## src/rtl/otter_cu_fsm.sv

```systemverilog
// Multi-cycle control FSM for the OTTER RV32I core.
// Sequences INIT/FETCH/EXEC/WB/INTR and drives the PC, RF, memory and CSR strobes.
module otter_cu_fsm #(
   parameter int INIT_CYCLES = 1
) (
   input  logic       CLK,
   input  logic       RST,
   input  logic [6:0] ir6_0,
   input  logic [2:0] ir14_12,
   input  logic       intr,
   input  logic       mie,
   output logic       PCWrite,
   output logic       regWrite,
   output logic       memWE2,
   output logic       memRDEN1,
   output logic       memRDEN2,
   output logic       reset,
   output logic       csr_WE,
   output logic       int_taken,
   output logic       mret_exec
);

   localparam int CNT_W = (INIT_CYCLES > 1) ? $clog2(INIT_CYCLES) : 1;
   localparam logic [CNT_W-1:0] CNT_LAST = CNT_W'(INIT_CYCLES - 1);

   localparam logic [6:0] OP_LOAD   = 7'b0000011;
   localparam logic [6:0] OP_STORE  = 7'b0100011;
   localparam logic [6:0] OP_BRANCH = 7'b1100011;
   localparam logic [6:0] OP_RTYPE  = 7'b0110011;
   localparam logic [6:0] OP_ITYPE  = 7'b0010011;
   localparam logic [6:0] OP_LUI    = 7'b0110111;
   localparam logic [6:0] OP_AUIPC  = 7'b0010111;
   localparam logic [6:0] OP_JAL    = 7'b1101111;
   localparam logic [6:0] OP_JALR   = 7'b1100111;
   localparam logic [6:0] OP_SYS    = 7'b1110011;

   typedef enum logic [2:0] {
      ST_INIT  = 3'd0,
      ST_FETCH = 3'd1,
      ST_EXEC  = 3'd2,
      ST_WB    = 3'd3,
      ST_INTR  = 3'd4
   } state_t;

   state_t           state_q, state_d;
   logic [CNT_W-1:0] cnt_q, cnt_d;
   logic             pend_q, pend_d;
   logic             take_intr;

   always_ff @(posedge CLK) begin
      if (RST) begin
         state_q <= ST_INIT;
         cnt_q   <= '0;
         pend_q  <= 1'b0;
      end else begin
         state_q <= state_d;
         cnt_q   <= cnt_d;
         pend_q  <= pend_d;
      end
   end

   // A request seen on the INTR cycle itself must survive into the next boundary.
   assign pend_d    = intr | (pend_q & (state_q != ST_INTR));
   assign take_intr = (pend_q | intr) & mie;

   always_comb begin
      state_d   = state_q;
      cnt_d     = cnt_q;
      PCWrite   = 1'b0;
      regWrite  = 1'b0;
      memWE2    = 1'b0;
      memRDEN1  = 1'b0;
      memRDEN2  = 1'b0;
      reset     = 1'b0;
      csr_WE    = 1'b0;
      int_taken = 1'b0;
      mret_exec = 1'b0;

      unique case (state_q)
         ST_INIT: begin
            reset = 1'b1;
            if (cnt_q == CNT_LAST) begin
               cnt_d   = '0;
               state_d = ST_FETCH;
            end else begin
               cnt_d = cnt_q + CNT_W'(1);
            end
         end

         ST_FETCH: begin
            memRDEN1 = 1'b1;
            state_d  = ST_EXEC;
         end

         ST_EXEC: begin
            state_d = take_intr ? ST_INTR : ST_FETCH;
            unique case (ir6_0)
               OP_LOAD: begin
                  memRDEN2 = 1'b1;
                  state_d  = ST_WB;
               end
               OP_STORE: begin
                  memWE2  = 1'b1;
                  PCWrite = 1'b1;
               end
               OP_RTYPE, OP_ITYPE, OP_LUI, OP_AUIPC, OP_JAL, OP_JALR: begin
                  PCWrite  = 1'b1;
                  regWrite = 1'b1;
               end
               OP_SYS: begin
                  PCWrite = 1'b1;
                  if (ir14_12 == 3'b001) begin
                     csr_WE   = 1'b1;
                     regWrite = 1'b1;
                  end else if (ir14_12 == 3'b000) begin
                     mret_exec = 1'b1;
                  end
               end
               default: PCWrite = 1'b1;
            endcase
         end

         ST_WB: begin
            regWrite = 1'b1;
            PCWrite  = 1'b1;
            state_d  = take_intr ? ST_INTR : ST_FETCH;
         end

         ST_INTR: begin
            int_taken = 1'b1;
            PCWrite   = 1'b1;
            state_d   = ST_FETCH;
         end

         default: state_d = ST_INIT;
      endcase
   end

endmodule

```

## config.mk

```make
export PLATFORM = sky130hd
export DESIGN_NAME = otter_cu_fsm
export DESIGN_NICKNAME = d
export VERILOG_FILES = /design/src/rtl/otter_cu_fsm.sv
export SDC_FILE = /design/constraint.sdc
export NUM_CORES = 1
export LEC_CHECK = 0
export CORE_AREA = 2 2 39 41
export CTS_CLUSTER_DIAMETER = 30
export DETAILED_ROUTE_END_ITERATION = 16
export DIE_AREA = 0 0 41 43
export SYNTH_ARGS = -nofsm -noshare
export SYNTH_HDL_FRONTEND = slang
export SYNTH_SLANG_ARGS = --single-unit
export TNS_END_PERCENT = 30
```

## constraint.sdc

```tcl
create_clock -name CLK -period 1.55 [get_ports CLK]
set_input_delay 0.31 -clock CLK [delete_from_list [all_inputs] [get_ports CLK]]
set_output_delay 0.31 -clock CLK [all_outputs]
set_load 0.02 [all_outputs]
```

# After elaboration in Yosys (flattened, before gate mapping)

Cells that the tools add are included.

Flip-flop bits (word level): 5
Input port bits: 14
Output and inout bits: 9
Word-level logic and storage cells: 51

$add $sub $neg: 1
Equal/unequal tests: 16
Multiplexer cells: 23
Bitwise logic cells: 4
Reductions and logical operators: 4

Operators with widths:

| operator                                                               | number |
|---|---|
| 7-bit by 6-bit equality test with 1-bit output (second input constant) | 3 |
| 7-bit equality test (second input constant)                            | 3 |
| 1-bit 2-to-1 mux                                                       | 16 |
| 3-bit one-hot mux with 5 select lines                                  | 1 |
| 7-bit by 5-bit equality test with 1-bit output (second input constant) | 2 |
| 3-bit 2-to-1 mux                                                       | 3 |
| 7-bit by 2-bit equality test with 1-bit output (second input constant) | 1 |
| 3-bit by 1-bit equality test with 1-bit output (second input constant) | 2 |
| 3-bit by 2-bit equality test with 1-bit output (second input constant) | 2 |
| 3-bit logical NOT                                                      | 2 |
| 1-bit one-hot mux with 2 select lines                                  | 3 |
| 6-bit OR reduction                                                     | 1 |
| 3-bit equality test (second input constant)                            | 1 |
| 3-bit != test (second input constant)                                  | 1 |
| 1-bit bitwise AND                                                      | 2 |
| 2-bit != test (second input constant)                                  | 1 |
| 1-bit bitwise OR                                                       | 2 |
| 2-bit OR reduction                                                     | 1 |
| 1-bit adder (second input constant)                                    | 1 |

# Depth between registers and ports, before layout

Gate-level depths: netlist of run 1.

Depth in word-level cells: 5
Mapped depth: 4
Depth with buffers taken out: 3

# Least setup slack after synthesis of run 1

OpenSTA, ideal clock, no wires.

Path type: in2out
Start: in ir6_0[2]
End: out memWE2
Arrival time: 1390 ps
Required time: 1240 ps
Slack: -150 ps
Stages on the path: 3
Path buffers: 0
Path through: and4bb_1 -> nand3_2 -> nor4_1

Word-level cells in the longest chain between the ends: 3

Ends and longest elaborated chain:

| element                                        | RTL line | text |
|---|---|---|
| start: declaration                             | 8        | `input logic [6:0] ir6_0,` |
| 7-bit by 6-bit equality test with 1-bit output | 97       | `unique case (ir6_0)` |
| 1-bit 2-to-1 mux                               | 97       |  |
| 1-bit 2-to-1 mux                               | 79       | `unique case (state_q)` |
| end: declaration                               | 14       | `output logic memWE2,` |

Every way passes these cells.

# Worst setup path in the final report of run 1

Start: reg state_q[1]
End: out regWrite

Word-level cells in the longest chain between the ends: 2
Elaborated cells between the ends (all ways): 3
Classes of those cells: eq/ne (2); mux (1)

Ends and longest elaborated chain:

| element                                        | RTL line | text |
|---|---|---|
| start: declaration                             | 45       | `state_t state_q, state_d;` |
| start signal: assignment                       | 56       | `state_q <= state_d;` |
| 3-bit by 2-bit equality test with 1-bit output | 79       |  |
| 1-bit one-hot mux with 2 select lines (*)      | 79       |  |
| end: declaration                               | 13       | `output logic regWrite,` |

Every way passes the cells marked *; elsewhere a longest branch is shown, timed or not.

==> flow_summary.json, run 1 <==
{
  "violations": "setup timing",
  "synth-simple-area-share_pct": 54.3,
  "cts.path.max_buffers": 2,
  "place.gp.congestion": 0.678,
  "ir_worst_vdd_v": 0.000194,
  "status": "finished with violations",
  "slew_headroom_pct": 83.2,
  "pin_count": 23,
  "end_kind": "primary output",
  "finalMaxSlewViolations": 0,
  "ys_types": 30,
  "fin_crit_ns": 1.58,
  "antenna_found_initial": 0,
  "wl_per_cell_um": 11.2,
  "drt_iter0_markers": 2,
  "syn2layout_area_growth_pct": 110,
  "power_uw": 432,
  "grt_overflow_total": 0,
  "use_met1_pct": 14.7,
  "syn_area_um2": 337,
  "rsz0062_at_grt": "yes",
  "finalSetupViolations": 2,
  "path_clk_slew_ns": 0.04,
  "syn_avg_cell_area_um2": 8.86,
  "layout_commonest_cell": "buf_4",
  "htreeDepth": 1,
  "synth_cells": 38,
  "met2_usage_pct": 21.9,
  "nFillCells": 139,
  "wirelength_um": 1050,
  "synth_fp_nets": 52,
  "power.leakage_nw": 0.322,
  "ys_seq_area_share_pct": 23.8,
  "cts_buffers": 3,
  "drive_gt1_share_pct": 64.1,
  "vias_per_cell": 4.57,
  "antennaDiodeCount": 0,
  "clock_skew_ns": 0.00181,
  "crit_arrival_ns": 1.27,
  "synth_edf_count": 0,
  "ys_seq_elements": 4,
  "crit_fanout": 4,
  "ys_warn_count": 0,
  "core_area_um2": 1380,
  "startpoint_type": "register",
  "postLayoutCoreUtil_pct": 51.0,
  "hold_buffers": 0,
  "synthArstFlopShare_pct": 0,
  "whs_ns": 0.489,
  "firstDrtPassIters": 2,
  "worst_slew_pin_slew_ns": 0.249,
  "die-area_um2": 1760,
  "clockRootBuffer": "clkbuf_4",
  "crit_required_ns": 1.24,
  "finalHoldViolations": 0,
  "cts_tree": "built",
  "maxCapViolCount": 0,
  "portBuffers": 22,
  "tns_ns": -0.0339,
  "route.detailed.drc": 0,
  "grt_use_met3_pct": 1.57,
  "grt_pass1_vias": 409,
  "worst_slack_ns": -0.0290,
  "synth_xor_area_share_pct": 0,
  "synth_adder_area_share_pct": 0,
  "worstHoldPathType": "register to register",
  "synth_top_family_by_area": "simple AND/OR/NAND/NOR gates",
  "die-width_um": 41,
  "track_usage_pct": 13.4,
  "hpwl_um": 805,
  "start_util_pct": 24.3,
  "clk-insertion-delay-late_ns": 0.24,
  "vias": 430,
  "postRouteAntennaNets": 0,
  "finalCritPeriodShare_pct": 102,
  "grt_max_degree": 7,
  "row_count": 14,
  "synth_mux_area_share_pct": 0,
  "cts.sinks": 4,
  "synth_compound_area_share_pct": 17.5,
  "ys.flop_type": "dfxtp_1",
  "die_y_um": 43,
  "nNetsFinal": 94,
  "grt_pass1_wl_um": 1590,
  "cellPowerDensity_nw_per_um2": 612,
  "grt-busiest-layer": "met2",
  "most-common-layout-cells": "buf_4 (20), buf_2 (6)",
  "fmax_ghz": 0.633,
  "critPathKind": "register to primary output"
}
-- power breakdown --
group	leakage [nW]	internal [mW]	switching [mW]
Clock	0.0138	0.0868	0.0456
Sequential	0.0344	0.113	0.0123
Combinational	0.274	0.0942	0.0798
-- routing by layer --
layer | wire length, µm | part of all wire [%]
met1 | 432 | 41
met2 | 563 | 53
met3 | 50 | 4.7
met4 | 8 | 0.76
met5 | 0 | 0
-- metrics by stage --
step	cells	instance area [µm²]	worst slack [ns]
2_1_floorplan	38	343	0.00816
3_3_place_gp	90	684	-0.773
3_5_place_dp	90	684	-0.788
4_1_cts	94	701	-0.0668
5_1_grt	94	706	-0.0911
6_report	94	706	-0.0290
-- critical path, stage by stage, from the launching register on --
cell and delay, ns:
dfxtp_2 0.34, nor2b_4 0.21, nand3_4 0.12, o211ai_1 0.18, buf_4 0.17
-- kinds of logic (layout without fill, tap and decap cells) --
| group | count (synthesis) | in the layout |
|---|---|---|
| AOI/OAI and AO/OA | 8 | 8 |
| buffers and inverters | 2 | 42 |
| DFF | 4 | 4 |
| and+or+nand+nor | 24 | 24 |
-- final timing paths --
check	from	endpoint	slack, ns	cells after the start
setup / recovery	state_q[1]$_SDFF_PP0_	regWrite	-0.03	4
hold / removal	pend_q$_SDFF_PP0_	pend_q$_SDFF_PP0_	0.49	2
setup reg to reg	state_q[0]$_SDFF_PP0_	pend_q$_SDFF_PP0_	0.37	4
hold reg to reg	pend_q$_SDFF_PP0_	pend_q$_SDFF_PP0_	0.49	2
-- synthesized netlist by cell type, drive strengths merged (2+ instances only) --
cell   count  area (µm²)
nor2b      3        21.3
nor2       2        7.51
nor3       3        15.0
a21oi      2        13.8
nand3      2        15.0
nor4       4        46.3
dfxtp      4        80.1
o21ai      2        10.0
-- registers in the layout, indices dropped and copies added (netlist names) --
name,flops
pend_q,1
state_q,3
-- cell type report --
type	instances	area [µm²]	share of cell area, %
multi-input combinational	32	287	40.6
timing repair buffer	38	287	40.6
sequential	4	86.3	12.2
clock buffer	3	22.5	3.19
tap	16	20.0	2.84
inverter	1	3.75	0.532
-- what timing repair did --
item                       4_1_cts  5_1_grt
resized for setup               64       18
buffers inserted                 1        0
pin swaps                        8        6
setup endpoints to repair        9        9
Power figures use the tool's default switching activity.
==> inputs of run 2 (changes only) <==
REMOVE_ABC_BUFFERS = 1   (was default)
SKIP_LAST_GASP = 1   (was default)
==> flow_summary.json, run 2 (synthesized netlist as in run 1, its figures left out) <==
{
  "cpMaxStageDelayCell": "or3b_4",
  "ir_worst_vdd_v": 0.000198,
  "nFillCells": 138,
  "die-width_um": 41,
  "cts_buffers": 3,
  "wl_met2_um": 527,
  "area.sequential_um2": 82.6,
  "cellPowerDensity_nw_per_um2": 620,
  "antennaDiodeCount": 0,
  "rsz0062_at_grt": "yes",
  "finalCritPeriodShare_pct": 102,
  "route.detailed.drc": 0,
  "grt_overflow_total": 0,
  "multi_input_area_um2": 275,
  "dp_slack_ns": -0.776,
  "cts_tree": "built",
  "fin_crit_ns": 1.58,
  "htreeDepth": 1,
  "die_y_um": 43,
  "cts.path.max_buffers": 2,
  "grt_max_degree": 7,
  "power_uw": 432,
  "grt_pass1_wl_um": 1570,
  "violations": "setup timing",
  "top_regs": "state_q x3, pend_q x1",
  "nNetsFinal": 95,
  "hp-start": "pend_q$_SDFF_PP0_",
  "tns_ns": -0.0454,
  "critPathKind": "register to primary output",
  "power_frac_seq_pct": 28.9,
  "wl_met3_um": 56,
  "dpl_cell_area_um2": 663,
  "vias_per_cell": 4.64,
  "worst_slack_ns": -0.0301,
  "worst-path-buf-inv": 2,
  "crit_fanout": 3,
  "postRouteAntennaNets": 0,
  "wl_met1_um": 447,
  "regMostFlops": "state_q",
  "die-area_um2": 1760,
  "end_kind": "primary output",
  "startpoint_type": "register",
  "path_clk_slew_ns": 0.04,
  "syn2layout_area_growth_pct": 107,
  "p_int_uw": 295,
  "power.leakage_nw": 0.324,
  "p_sw_share_pct": 31.6,
  "vias": 441,
  "maxCapViolCount": 0,
  "wirelength_um": 1030,
  "crit_required_ns": 1.24,
  "crit_arrival_ns": 1.27,
  "core_area_um2": 1380,
  "critical_path.max_stage_delay_ns": 0.38,
  "worst_slew_pin_slew_ns": 0.257,
  "firstDrtPassIters": 3,
  "antenna_found_initial": 0,
  "crit_start": "state_q[1]$_SDFF_PP0_",
  "status": "finished with violations",
  "comb_power_share_pct": 40.0,
  "start_util_pct": 24.3,
  "layout_commonest_cell": "buf_4",
  "finalSetupViolations": 3,
  "crit_family": "simple AND/OR/NAND/NOR gates",
  "pin_count": 23,
  "largest_register_ffs": 3,
  "final_cell_area_um2": 697,
  "clockRootBuffer": "clkbuf_4",
  "row_count": 14,
  "grt_pass1_vias": 421,
  "slew_headroom_pct": 82.7,
  "worstHoldPathType": "register to register",
  "drt_iter0_markers": 1,
  "cts.sinks": 4,
  "hold_buffers": 0,
  "pwr-share-clk_pct": 31.1,
  "drive_gt1_share_pct": 64.6,
  "hpwl_um": 752,
  "top_layer_used": "met3",
  "finalHoldViolations": 0,
  "finalMaxSlewViolations": 0,
  "fmax_ghz": 0.633,
  "most-common-layout-cells": "buf_4 (18), buf_2 (9), dlygate4sd2_1 (4)",
  "track_usage_pct": 12.9,
  "wl_per_cell_um": 10.9,
  "clk-insertion-delay-late_ns": 0.24,
  "reg2reg_from": "state_q[1]$_SDFF_PP0_",
  "place.gp.congestion": 0.697,
  "path_cells": "buf_4 > or3b_4 > o21ai_2 > buf_6",
  "p_sw_uw": 137,
  "portBuffers": 22,
  "clock_skew_ns": 0.00160
}
-- run 2: final timing paths --
kind         depth (start not counted)                 to  slack [ns]
max                                  4            PCWrite       -0.03
min reg2reg                          2  pend_q$_SDFF_PP0_        0.50
min                                  2  pend_q$_SDFF_PP0_        0.50
max reg2reg                          5  pend_q$_SDFF_PP0_        0.32
-- run 2: timing repair --
item / 4_1_cts / 5_1_grt
pin swaps: 12 / 1
setup endpoints to repair: 9 / 9
buffers inserted: 4 / 0
resized for setup: 73 / 6
-- run 2: area by class of cell --
cell class,count,share of cell area [%]
Inverter,1,0.539
Timing Repair Buffer,39,42.0
Tap cell,16,2.87
Multi-Input combinational cell,32,39.5
Clock buffer,3,3.23
Sequential cell,4,11.8
-- run 2: layer usage --
layer  GRT usage [%]  vias up
met3               0        0
met1            15.2      193
met4            8.00        0
li1                -      231
met2            21.6       17
met5               0        -
-- run 2: power by group through the flow --
stage	Combinational, mW	Clock (mW)	Sequential, mW
2_1_floorplan	0.0612	0	0.128
5_1_grt	0.188	0.144	0.126
6_report	0.173	0.134	0.125
3_5_place_dp	0.176	0	0.125
4_1_cts	0.172	0.142	0.125
3_3_place_gp	0.174	0	0.125
-- run 2: worst register-to-register path: stages (launching register included) --
cell     delay, ns
dfxtp_2       0.31
buf_4         0.13
or3b_4        0.38
buf_4         0.15
a21oi_2       0.12
nor2_1        0.04
-- run 2: stage by stage --
stage          std cells  hold WS, ns  utilization, %
5_1_grt               95        0.505            50.4
6_report              95        0.504            50.4
2_1_floorplan         37        0.382               -
3_3_place_gp          88        0.476            47.9
4_1_cts               95        0.497            50.1
3_5_place_dp          88        0.489            47.9
